<file path="src/rtl/mem_sync_master.sv">
// Initiator for the synchronous word-organised data memory: byte-addressed load/store
// requests in, one memory cycle (or a read-modify-write pair) out, response held until taken.
module mem_sync_master #(
  parameter  int S  = 32,
  parameter  int L  = 256,
  localparam int AW = $clog2(L)
) (
  input  logic          clk,
  input  logic          rst,
  input  logic          req_valid,
  output logic          req_ready,
  input  logic          req_we,
  input  logic [1:0]    req_size,
  input  logic [AW+1:0] req_addr,
  input  logic [S-1:0]  req_wdata,
  output logic          rsp_valid,
  input  logic          rsp_ready,
  output logic [S-1:0]  rsp_rdata,
  output logic          rsp_err,
  output logic [AW-1:0] mem_a,
  output logic [S-1:0]  mem_din,
  input  logic [S-1:0]  mem_dout,
  output logic          mem_mread,
  output logic          mem_mwrite
);

  typedef enum logic [1:0] {IDLE, RD, WR, RSP} state_t;

  state_t          state_q, state_d;
  logic            we_q, we_d;
  logic [1:0]      size_q, size_d;
  logic [1:0]      lane_q, lane_d;
  logic [S-1:0]    wdata_q, wdata_d;
  logic [AW-1:0]   mem_a_q, mem_a_d;
  logic [S-1:0]    mem_din_q, mem_din_d;
  logic [S-1:0]    rsp_rdata_q, rsp_rdata_d;
  logic            rsp_err_q, rsp_err_d;
  logic            req_bad;
  logic            req_word_store;

  function automatic logic is_bad(input logic [1:0] sz, input logic [1:0] lo);
    return (sz == 2'b11) || (sz == 2'b01 && lo[0]) || (sz == 2'b10 && lo != 2'b00);
  endfunction

  // Halves are always aligned here, so shifting by 8*lane also yields 16*addr[1].
  function automatic logic [S-1:0] lane_extract(input logic [S-1:0] d, input logic [1:0] sz,
                                                input logic [1:0] ln);
    logic [S-1:0] sh;
    sh = d >> {ln, 3'b000};
    case (sz)
      2'b00:   return {{(S-8){1'b0}}, sh[7:0]};
      2'b01:   return {{(S-16){1'b0}}, sh[15:0]};
      default: return d;
    endcase
  endfunction

  function automatic logic [S-1:0] lane_merge(input logic [S-1:0] d, input logic [1:0] sz,
                                              input logic [1:0] ln, input logic [S-1:0] wd);
    logic [S-1:0] mask;
    logic [S-1:0] ins;
    if (sz == 2'b00) begin
      mask = {{(S-8){1'b0}}, 8'hFF};
      ins  = {{(S-8){1'b0}}, wd[7:0]};
    end else begin
      mask = {{(S-16){1'b0}}, 16'hFFFF};
      ins  = {{(S-16){1'b0}}, wd[15:0]};
    end
    mask = mask << {ln, 3'b000};
    ins  = ins << {ln, 3'b000};
    return (d & ~mask) | ins;
  endfunction

  assign req_bad        = is_bad(req_size, req_addr[1:0]);
  assign req_word_store = req_we && (req_size == 2'b10);

  always_ff @(posedge clk or posedge rst) begin
    if (rst) begin
      state_q     <= IDLE;
      we_q        <= 1'b0;
      size_q      <= 2'b00;
      lane_q      <= 2'b00;
      wdata_q     <= '0;
      mem_a_q     <= '0;
      mem_din_q   <= '0;
      rsp_rdata_q <= '0;
      rsp_err_q   <= 1'b0;
    end else begin
      state_q     <= state_d;
      we_q        <= we_d;
      size_q      <= size_d;
      lane_q      <= lane_d;
      wdata_q     <= wdata_d;
      mem_a_q     <= mem_a_d;
      mem_din_q   <= mem_din_d;
      rsp_rdata_q <= rsp_rdata_d;
      rsp_err_q   <= rsp_err_d;
    end
  end

  always_comb begin
    state_d = state_q;
    case (state_q)
      IDLE: if (req_valid) begin
        if (req_bad)             state_d = RSP;
        else if (req_word_store) state_d = WR;
        else                     state_d = RD;
      end
      RD:  state_d = we_q ? WR : RSP;
      WR:  state_d = RSP;
      RSP: if (rsp_ready) state_d = IDLE;
      default: state_d = IDLE;
    endcase
  end

  // Request latch and datapath; mem_a/mem_din only change on accept or at the end of RD.
  always_comb begin
    we_d        = we_q;
    size_d      = size_q;
    lane_d      = lane_q;
    wdata_d     = wdata_q;
    mem_a_d     = mem_a_q;
    mem_din_d   = mem_din_q;
    rsp_rdata_d = rsp_rdata_q;
    rsp_err_d   = rsp_err_q;
    case (state_q)
      IDLE: if (req_valid) begin
        we_d    = req_we;
        size_d  = req_size;
        lane_d  = req_addr[1:0];
        wdata_d = req_wdata;
        mem_a_d = req_addr[AW+1:2];
        if (req_bad) begin
          rsp_err_d   = 1'b1;
          rsp_rdata_d = '0;
        end else if (req_word_store) begin
          mem_din_d = req_wdata;
        end
      end
      RD: begin
        if (we_q) begin
          mem_din_d = lane_merge(mem_dout, size_q, lane_q, wdata_q);
        end else begin
          rsp_rdata_d = lane_extract(mem_dout, size_q, lane_q);
          rsp_err_d   = 1'b0;
        end
      end
      WR: begin
        rsp_rdata_d = '0;
        rsp_err_d   = 1'b0;
      end
      default: ;
    endcase
  end

  always_comb begin
    req_ready  = (state_q == IDLE);
    rsp_valid  = (state_q == RSP);
    mem_mread  = (state_q == RD);
    mem_mwrite = (state_q == WR);
    rsp_rdata  = rsp_rdata_q;
    rsp_err    = rsp_err_q;
    mem_a      = mem_a_q;
    mem_din    = mem_din_q;
  end

endmodule

</file>
<file path="config.mk">
export PLATFORM = sky130hd
export DESIGN_NAME = mem_sync_master
export DESIGN_NICKNAME = d
export VERILOG_FILES = /design/src/rtl/mem_sync_master.sv
export SDC_FILE = /design/constraint.sdc
export NUM_CORES = 1
export LEC_CHECK = 0
export CAP_MARGIN = 0
export CORE_ASPECT_RATIO = 1.25
export CORE_MARGIN = 2
export CORE_UTILIZATION = 36
export CTS_BUF_LIST = sky130_fd_sc_hd__clkbuf_2 sky130_fd_sc_hd__clkbuf_4 sky130_fd_sc_hd__clkbuf_8
export CTS_CLUSTER_DIAMETER = 100
export CTS_CLUSTER_SIZE = 40
export DETAILED_ROUTE_END_ITERATION = 6
export PLACE_DENSITY_LB_ADDON = 0.12
export SYNTH_ARGS = -nofsm -noshare
export SYNTH_HDL_FRONTEND = slang
export SYNTH_SLANG_ARGS = --single-unit
</file>
<file path="constraint.sdc">
create_clock -name clk -period 5.6 [get_ports clk]
set_clock_uncertainty 0.05 [all_clocks]
set_input_delay 0.56 -clock clk [delete_from_list [all_inputs] [get_ports clk]]
set_output_delay 0.56 -clock clk [all_outputs]
set_load 0.05 [all_outputs]
</file>
==> impl_metrics.env <==
export IMPL_row_count=50
export IMPL_cts_tree="built"
export IMPL_post_route_util_pct=49.3
export IMPL_synth_mux_area_share_pct=15.4
export IMPL_ctsResizeCount=0
export IMPL_fin_cells=879
export IMPL_cp_required_ns=4.99
export IMPL_antenna_cells=0
export IMPL_drive_gt1_share_pct=12.6
export IMPL_pin_count=158
export IMPL_startpoint="state_q[1]$_DFFE_PP0P_"
export IMPL_grt_pass1_wl_um=26800
export IMPL_status="complete, no violations"
export IMPL_post_route_period_util_pct=58.8
export IMPL_post_place_ws_ns=2.64
export IMPL_die_h_um=141
export IMPL_cts_root_buf="clkbuf_8"
export IMPL_setup_viol=0
export IMPL_max_vdd_ir_drop_uv=380
export IMPL_cts_max_level=3
export IMPL_fin_tns_setup_ns=0
export IMPL_placed_cells=863
export IMPL_die_w_um=114
export IMPL_drtIter0Drc=388
export IMPL_syn_num_nets=643
export IMPL_coreArea_um2=14900
export IMPL_final_common_cell="clkdlybuf4s50_1"
export IMPL_drt_pass1_iterations=5
export IMPL_area_delta_synth_final_pct=35.1
export IMPL_grt_ovfl_total=0
export IMPL_final_antenna_net_count=0
export IMPL_setup_ws_ns=2.31
export IMPL_netlist_cell_type_count=42
export IMPL_worst_pin_slew_ns=0.870
export IMPL_hold_path_class="flip-flop to flip-flop"
export IMPL_clk_pin_slew_ns=0.10
export IMPL_worstSetupStartpointType="flip-flop"
export IMPL_clk_path_buf_depth=2
export IMPL_worstSkewPairLatency_ns=0.39
export IMPL_wire_per_inst_um=19.8
export IMPL_synth_compound_gate_area_share_pct=22.3
export IMPL_hp_start="rsp_rdata[0]$_DFFE_PP0P_"
export IMPL_hold_viol_final=0
export IMPL_drt_wl_total_um=17400
export IMPL_remaining_drc_errors=0
export IMPL_power_static_leakage_nw=2.97
export IMPL_rsz0062_at_grt="false"
export IMPL_rr_startpoint="state_q[1]$_DFFE_PP0P_"
export IMPL_path_max_fanout=48
export IMPL_grt_max_degree=67
export IMPL_numPortBuffers=157
export IMPL_final_cell_mix="clkdlybuf4s50_1, dfrtp_1, nand2_1"
export IMPL_start_util_pct=36.5
export IMPL_yosys_warnings=0
export IMPL_grt_pass1_vias=4646
export IMPL_slew_limit_headroom_pct=41.2
export IMPL_via_per_inst=5.55
export IMPL_die_area_um2=16100
export IMPL_clock_sinks=96
export IMPL_post_cts_buffers=0
export IMPL_syn_inst=556
export IMPL_min_period_ns=3.29
export IMPL_synth_xor_area_share_pct=0
export IMPL_power_total_mw=5.01
export IMPL_max_cap_violations=0
export IMPL_worstSetupEndpointType="output pin"
export IMPL_place_congestion=0.868
export IMPL_timing_fmax_mhz=304
export IMPL_synthSimpleGateAreaFrac_pct=11.6
export IMPL_num_vias=4878
export IMPL_grt_antenna_before_repair=0
export IMPL_ctsHoldBuffers=0
export IMPL_final_nets=779
export IMPL_hpwl_um=12800
export IMPL_syn_avg_cell_area_um2=9.77
export IMPL_synth_top_family_by_area="compound AO/OA/AOI/OAI gates"
export IMPL_slew_viol_final=0
export IMPL_crit_type="flip-flop to output pin"
export IMPL_cts_buffers_inserted=9
export IMPL_track_usage_pct=21.6
export IMPL_syn_area_um2=5430
export IMPL_ys_seq_area_share_pct=44.2
export IMPL_ys_ff_latch=96
export IMPL_cp_arrival_ns=2.68
export IMPL_power_density_nw_per_um2=683
export IMPL_yosys_area_share_adder_pct=1.38
cell type report:
cell class	instances	area, um^2
tap	182	228
clock buffer	10	138
timing repair buffer	163	1620
sequential	96	2400
inverter	22	85.1
fill	1403	7550
multi-input combinational	400	2770
clock inverter	6	91.3
worst max-delay path: stages, from the launching register on:
cell,delay (ns)
dfrtp_1,0.42
inv_1,0.14
ha_2,0.79
clkdlybuf4s50_1,0.95
registers in the layout, indices dropped and copies added, names as in the netlist:
| name | count |
|---|---|
| lane_q | 2 |
| mem_a | 8 |
| mem_din | 32 |
| rsp_err | 1 |
| rsp_rdata | 32 |
| size_q | 2 |
| state_q | 2 |
| wdata_q | 16 |
| we_q | 1 |
report_power, final:
part           internal [mW]  switching (mW)
combinational           1.22            1.98
clock                  0.266           0.262
sequential              1.01           0.279
total                   2.49            2.52
per-stage QoR:
step / cell area, um^2 / hold slack (ns)
6_report: 7330 / 0.435
3_5_place_dp: 7110 / 0.417
5_1_grt: 7330 / 0.461
2_1_floorplan: 5430 / 0.423
3_3_place_gp: 7110 / 0.413
4_1_cts: 7330 / 0.439
Yosys cell counts, drive strengths merged:
| library cell | number | area share [%] |
|---|---|---|
| clkbuf | 18 | 1.2 |
| a221oi | 9 | 1.5 |
| nor3 | 2 | 0.18 |
| a21o | 2 | 0.28 |
| a31oi | 2 | 0.23 |
| a22oi | 5 | 0.69 |
| nor4b | 1 | 0.16 |
| o31ai | 20 | 2.8 |
| a21oi | 27 | 2.5 |
| nor2b | 8 | 0.92 |
| a31o | 1 | 0.16 |
| o21ai | 66 | 6.2 |
| or3 | 1 | 0.21 |
| nor2 | 34 | 2.8 |
| mux2 | 57 | 13 |
| o221ai | 8 | 1.3 |
| o22a | 7 | 1.1 |
| nand3 | 6 | 0.55 |
| a211oi | 5 | 0.69 |
| inv | 21 | 1.5 |
| o31a | 1 | 0.32 |
| a221o | 12 | 2.2 |
| a2bb2oi | 4 | 0.65 |
| dfrtp | 96 | 44 |
| nand2b | 7 | 0.81 |
| mux2i | 12 | 2.2 |
| a41oi | 1 | 0.16 |
| and2 | 5 | 0.58 |
| nand2 | 78 | 5.4 |
| o21a | 1 | 0.14 |
| clkinv | 1 | 0.069 |
| o211ai | 5 | 0.69 |
| ha | 6 | 1.4 |
| o22ai | 7 | 0.81 |
| buf | 20 | 2.3 |
metal layers:
metal / global-route usage [%] / vias to the layer above / routed length [um]
met5: 0 / - / 0
met4: 7.19 / 0 / 323
met3: 2.95 / 24 / 988
met2: 35.3 / 201 / 8530
met1: 29.7 / 2373 / 7570
li1: - / 2280 / -
worst paths after layout:
path | depth (start not counted) | endpoint | slack (ns)
worst max-delay path | 3 | mem_mread | 2.31
worst min-delay path | 2 | rsp_rdata[0]$_DFFE_PP0P_ | 0.43
worst max register to register | 6 | mem_din[9]$_DFFE_PP0P_ | 2.62
worst min register to register | 2 | rsp_rdata[0]$_DFFE_PP0P_ | 0.43
max in group asynchronous | 3 | wdata_q[9]$_DFFE_PP0P_ | 3.87
min in group asynchronous | 2 | lane_q[0]$_DFFE_PP0P_ | 0.50
kinds of logic after synthesis:
kind of cell	Yosys count
AOI/OAI and AO/OA	183
adders and majority gates	6
buffers and inverters	60
DFF	96
muxes	69
and+or+nand+nor	142
Power figures use the tool's default switching activity.
